$ cat src/rtl/seg7_pkg.sv
// Shared constants and the hex-to-segment decode for the 7-segment scan driver.
// Segment order is {CA,CB,CC,CD,CE,CF,CG}, active low.
package seg7_pkg;

  localparam logic [6:0] SEG7_BLANK = 7'b1111111;

  localparam logic [6:0] SEG7_HEX [16] = '{
    7'b0000001, 7'b1001111, 7'b0010010, 7'b0000110,
    7'b1001100, 7'b0100100, 7'b0100000, 7'b0001111,
    7'b0000000, 7'b0000100, 7'b0001000, 7'b1100000,
    7'b0110001, 7'b1000010, 7'b0110000, 7'b0111000
  };

  function automatic logic [6:0] hex_to_seg7(input logic [3:0] hex);
    return SEG7_HEX[hex];
  endfunction

endpackage

$ cat src/rtl/seg7_lzb_mask.sv
// Leading-zero blanking mask: digit k>0 is blanked when enabled and every
// nibble from k up to the most significant digit is zero.
module seg7_lzb_mask #(
  parameter int N_DIGITS = 8
) (
  input  logic [4*N_DIGITS-1:0] snapshot,
  input  logic                  lzb_en,
  output logic [N_DIGITS-1:0]   blank
);

  logic zero_above;

  // NOTE: blocking assignments here are intentional; zero_above carries a
  // running AND from the top digit downwards within one evaluation, and every
  // variable gets a default first so no latch is inferred.
  always_comb begin
    blank      = '0;
    zero_above = 1'b1;
    for (int k = N_DIGITS - 1; k >= 0; k--) begin
      zero_above = zero_above & (snapshot[4*k +: 4] == 4'h0);
      blank[k]   = lzb_en & zero_above & (k != 0);
    end
  end

endmodule

$ cat src/rtl/seg7_scan_driver.sv
// Time-multiplexed common-anode hex display driver with frame snapshots,
// per-digit enable, decimal points, leading-zero and anti-ghost blanking.
module seg7_scan_driver
  import seg7_pkg::*;
#(
  parameter int N_DIGITS     = 8,
  parameter int REFRESH_DIV  = 1000,
  parameter int BLANK_CYCLES = 2
) (
  input  logic                  CLK100,
  input  logic                  resetn,
  input  logic [4*N_DIGITS-1:0] data_i,
  input  logic [N_DIGITS-1:0]   dp_i,
  input  logic [N_DIGITS-1:0]   digit_en_i,
  input  logic                  lzb_en_i,
  input  logic                  freeze_i,
  output logic [N_DIGITS-1:0]   an_o,
  output logic [6:0]            seg_o,
  output logic                  dp_o,
  output logic                  frame_o
);

  localparam int CNT_W = (REFRESH_DIV > 1) ? $clog2(REFRESH_DIV) : 1;
  localparam int IDX_W = (N_DIGITS > 1) ? $clog2(N_DIGITS) : 1;

  localparam logic [CNT_W-1:0] CNT_LAST  = CNT_W'(REFRESH_DIV - 1);
  localparam logic [IDX_W-1:0] IDX_LAST  = IDX_W'(N_DIGITS - 1);
  localparam logic [CNT_W:0]   BLANK_END = (CNT_W + 1)'(BLANK_CYCLES);

  logic [CNT_W-1:0]      cnt;
  logic [IDX_W-1:0]      idx;
  logic [4*N_DIGITS-1:0] snapshot;
  logic [N_DIGITS-1:0]   blank_mask;

  logic                  cnt_last;
  logic                  wrap;
  logic [3:0]            cur_nib;
  logic                  cur_dp;
  logic                  cur_en;
  logic                  cur_blank;
  logic [N_DIGITS-1:0]   an_next;
  logic [6:0]            seg_next;

  seg7_lzb_mask #(.N_DIGITS(N_DIGITS)) u_lzb (
    .snapshot (snapshot),
    .lzb_en   (lzb_en_i),
    .blank    (blank_mask)
  );

  assign cnt_last = (cnt == CNT_LAST);
  assign wrap     = cnt_last && (idx == IDX_LAST);

  // Select the active digit with an explicit compare so a non-power-of-2
  // digit count never indexes past the end of the buses.
  always_comb begin
    cur_nib   = 4'h0;
    cur_dp    = 1'b0;
    cur_en    = 1'b0;
    cur_blank = 1'b0;
    for (int k = 0; k < N_DIGITS; k++) begin
      if (idx == IDX_W'(k)) begin
        cur_nib   = snapshot[4*k +: 4];
        cur_dp    = dp_i[k];
        cur_en    = digit_en_i[k];
        cur_blank = blank_mask[k];
      end
    end
  end

  always_comb begin
    an_next  = '1;
    seg_next = cur_blank ? SEG7_BLANK : hex_to_seg7(cur_nib);
    for (int k = 0; k < N_DIGITS; k++) begin
      if (idx == IDX_W'(k) && ({1'b0, cnt} >= BLANK_END) && cur_en) begin
        an_next[k] = 1'b0;
      end
    end
  end

  // NOTE: all state, including the snapshot register, uses non-blocking
  // assignments and a synchronous active-low reset so every flop clears on
  // the same edge and scanning restarts cleanly from digit 0.
  always_ff @(posedge CLK100) begin
    if (!resetn) begin
      cnt      <= '0;
      idx      <= '0;
      snapshot <= '0;
      an_o     <= '1;
      seg_o    <= SEG7_BLANK;
      dp_o     <= 1'b1;
      frame_o  <= 1'b0;
    end else begin
      if (cnt_last) begin
        cnt <= '0;
        idx <= (idx == IDX_LAST) ? '0 : idx + 1'b1;
      end else begin
        cnt <= cnt + 1'b1;
      end

      if (wrap && !freeze_i) begin
        snapshot <= data_i;
      end
      frame_o <= wrap && !freeze_i;

      an_o  <= an_next;
      seg_o <= seg_next;
      dp_o  <= ~cur_dp;
    end
  end

endmodule
$ cat config.mk
export PLATFORM = sky130hd
export DESIGN_NAME = seg7_scan_driver
export DESIGN_NICKNAME = d
export VERILOG_FILES = /design/src/rtl/seg7_pkg.sv /design/src/rtl/seg7_lzb_mask.sv /design/src/rtl/seg7_scan_driver.sv
export SDC_FILE = /design/constraint.sdc
export NUM_CORES = 1
export LEC_CHECK = 0
export CAP_MARGIN = 10
export CORE_MARGIN = 1
export CORE_UTILIZATION = 36
export CTS_CLUSTER_SIZE = 12
export DETAILED_ROUTE_END_ITERATION = 8
export GPL_TIMING_DRIVEN = 1
export PLACE_DENSITY = 0.69
export SLEW_MARGIN = 20
export SYNTH_ARGS = -nofsm -noshare
export SYNTH_HDL_FRONTEND = slang
export SYNTH_SLANG_ARGS = --single-unit
$ cat constraint.sdc
create_clock -name CLK100 -period 4.6 [get_ports CLK100]
set_clock_uncertainty 0.05 [all_clocks]
set_input_delay 0.92 -clock CLK100 [delete_from_list [all_inputs] [get_ports CLK100]]
set_output_delay 0.92 -clock CLK100 [all_outputs]
set_load 0.005 [all_outputs]
==> flow_summary.yaml <==
power_and_ir_drop:
  intPower_mw: 0.917
  pwr-share-seq: 0.464
  total_leakage_power_nw: 1.47
  netSwitchingFraction: 0.220
  p_per_area_nw_per_um2: 284
  pwr-share-clk: 0.471
  power_frac_comb: 0.065
  switching_power_mw: 0.259
  peakVddDrop_mv: 0.150
logic_synthesis:
  async_flop_share: 0
  yosys_register_bits: 62
  postSynthCellCount: 397
  syn-num-nets: 462
  netlist_area_um2: 3240
  synth_cell_types: 66
  synth_edf_count: 0
  synth_top_flop_cell: "dfxtp_1"
  seq_area_frac_synth: 0.383
  syn_area_per_cell_um2: 8.17
  ys_warn_count: 0
clock_network:
  cts.reportedPaths.clkPinSlew_ns: 0.08
  cts_sinks: 62
  cts_resized: 0
  max-clock-path-buffers: 2
  tritoncts: "done"
  cts-root-buf: "clkbuf_8"
  holdBufCountCts: 0
  cts_post_setup_buffers_inserted: 0
  htreeDepth: 3
  clk_latency_ns: 0.36
  cts_buffers: 9
timing:
  finalHoldViolations: 0
  tightest_slew_ns: 0.938
  fin_tns_setup_ns: 0
  period_share: 0.682
  maxSlewViolCount: 0
  slew_headroom: 0.374
  fmax_mhz: 319
  setup_viol: 0
  rsz0062_at_grt: "false"
  finalCriticalPeriod_ns: 3.14
route:
  drt-pass1-iter-count: 5
  drt_first_iter_violations: 130
  wl_um: 8090
  via_per_inst: 5.25
  num_vias: 2973
  antenna_left: 0
  wire_per_inst_um: 14.3
  drc: 0
floorplan:
  dieArea_um2: 9390
  die_w_um: 96.9
  boundaryPins: 69
  die_h_um: 96.9
  start_util: 0.372
  coreArea_um2: 8720
  rows: 34
place:
  place.gp.congestion: 0.847
  portBuffers: 68
  place_area_um2: 3900
  hpwl_um: 6020
grt:
  grt_pass1_vias: 2869
  track_usage: 0.177
  grt_pass1_wl_um: 13200
  grt_max_degree: 40
  grt_overflow: 0
  antenna_found_initial: 0
setup_path:
  end_kind: "flop"
  crit_slowest_cell: "ha_1"
  path_cells: "inv_1 -> ha_1 -> and2b_1 -> a211oi_1 -> o32a_1 -> o31ai_4 -> inv_2 -> ha_1 -> mux2_1 -> mux2i_1 -> nand2_1"
  crit_fanout: 27
  worstPathArrival_ns: 3.32
  required_ns: 4.78
  cp_slowest_stage_delay_ns: 0.78
  crit_path_start_kind: "flop"
  critical_path_class: "flop to flop"
  crit_top_cell: "ha_1"
min_path:
  hp-class: "flop to flop"
cells_and_area:
  drive_above_1_share: 0.0764
  finalNetCount: 518
  area_growth_pct: 27.9
  fin_area_um2: 4150
  final_common_cell: "nand2_1"
  final_cell_mix: "nand2_1, clkdlybuf4s50_1, dfxtp_1"
  n_antenna_cell: 0
outcome:
  run_status: "complete, no violations"
run:
  cap_violations: 0
-- Yosys cell counts (all sizes together) (4+ instances only) --
cell | number | share of area
a21oi | 53 | 0.085
and2 | 4 | 0.0077
buf | 22 | 0.051
clkbuf | 4 | 0.0046
dfxtp | 62 | 0.38
ha | 13 | 0.050
inv | 13 | 0.015
mux2i | 4 | 0.012
nand2 | 92 | 0.11
nand2b | 4 | 0.0077
nand3 | 9 | 0.014
nand3b | 6 | 0.014
nor2 | 20 | 0.023
nor2b | 5 | 0.0096
nor3 | 5 | 0.0093
nor3b | 4 | 0.011
nor4 | 8 | 0.015
o211ai | 4 | 0.0093
o21a | 4 | 0.0096
o21ai | 11 | 0.017
o311ai | 4 | 0.013
xnor2 | 4 | 0.011
-- cell type report --
class / count / area (um^2)
Multi-Input combinational cell: 296 / 1780
Clock inverter: 6 / 93.8
Clock buffer: 10 / 138
Sequential cell: 62 / 1240
Fill cell: 850 / 4570
Inverter: 13 / 48.8
Tap cell: 108 / 135
Timing Repair Buffer: 71 / 711
-- per-layer routing --
metal | wire length [um] | global-route usage | up-vias
li1 | - | - | 1493
met3 | 336 | 0.0477 | 19
met2 | 4060 | 0.306 | 63
met4 | 216 | 0.0964 | 0
met1 | 3480 | 0.197 | 1398
met5 | 0 | 0 | -
-- worst paths after layout --
path	start	end	slack [ns]	depth (start not counted)
worst max-delay path	idx[0]	seg_o[3]	1.46	11
worst min-delay path	snapshot[2]	snapshot[2]	0.41	2
worst max register to register	idx[0]	seg_o[3]	1.46	11
worst min register to register	snapshot[2]	snapshot[2]	0.41	2
-- critical path: cells and delay by family, from the launching register on --
family                   cells  cell delay [ns]
adder cells (fa/ha/maj)      2             0.98
AO/OA/AOI/OAI                3             0.71
multiplexers                 2             0.43
flip-flops                   1             0.36
AND/OR/NAND/NOR              2             0.29
buffers and inverters        2             0.19
-- through the flow --
step                instances  hold slack, ns  power, mW   util  setup slack, ns
floorplan                 397           0.376      0.576      -             1.87
global placement          549           0.392      0.634  0.447             1.62
detailed placement        549           0.408      0.635  0.447             1.53
CTS                       565           0.419       1.18  0.474             1.50
global route              566           0.438       1.22  0.475             1.27
finish                    566           0.414       1.18  0.475             1.46
-- cell families after synthesis --
group | count (synthesis) | synth area share
AOI/OAI and AO/OA | 100 | 0.206
adders and majority gates | 13 | 0.0502
buffers and inverters | 39 | 0.0702
and+or+nand+nor | 170 | 0.252
muxes | 6 | 0.0193
DFF | 62 | 0.383
xor gates and xnor gates | 7 | 0.0189
-- sequential cells by signal, indices dropped and copies added, names as in the netlist --
register	flops
frame_o	1
seg_o	7
dp_o	1
idx	3
cnt	10
an_o	8
snapshot	32
-- power groups by stage --
stage	combinational, mW	sequential [mW]	clock [mW]
after floorplan	0.0175	0.558	0
after global placement	0.0762	0.558	0
after global routing	0.0820	0.546	0.588
after detailed placement	0.0767	0.558	0
after CTS	0.0770	0.546	0.562
final	0.0763	0.546	0.554
(Power assumes the default switching activity.)
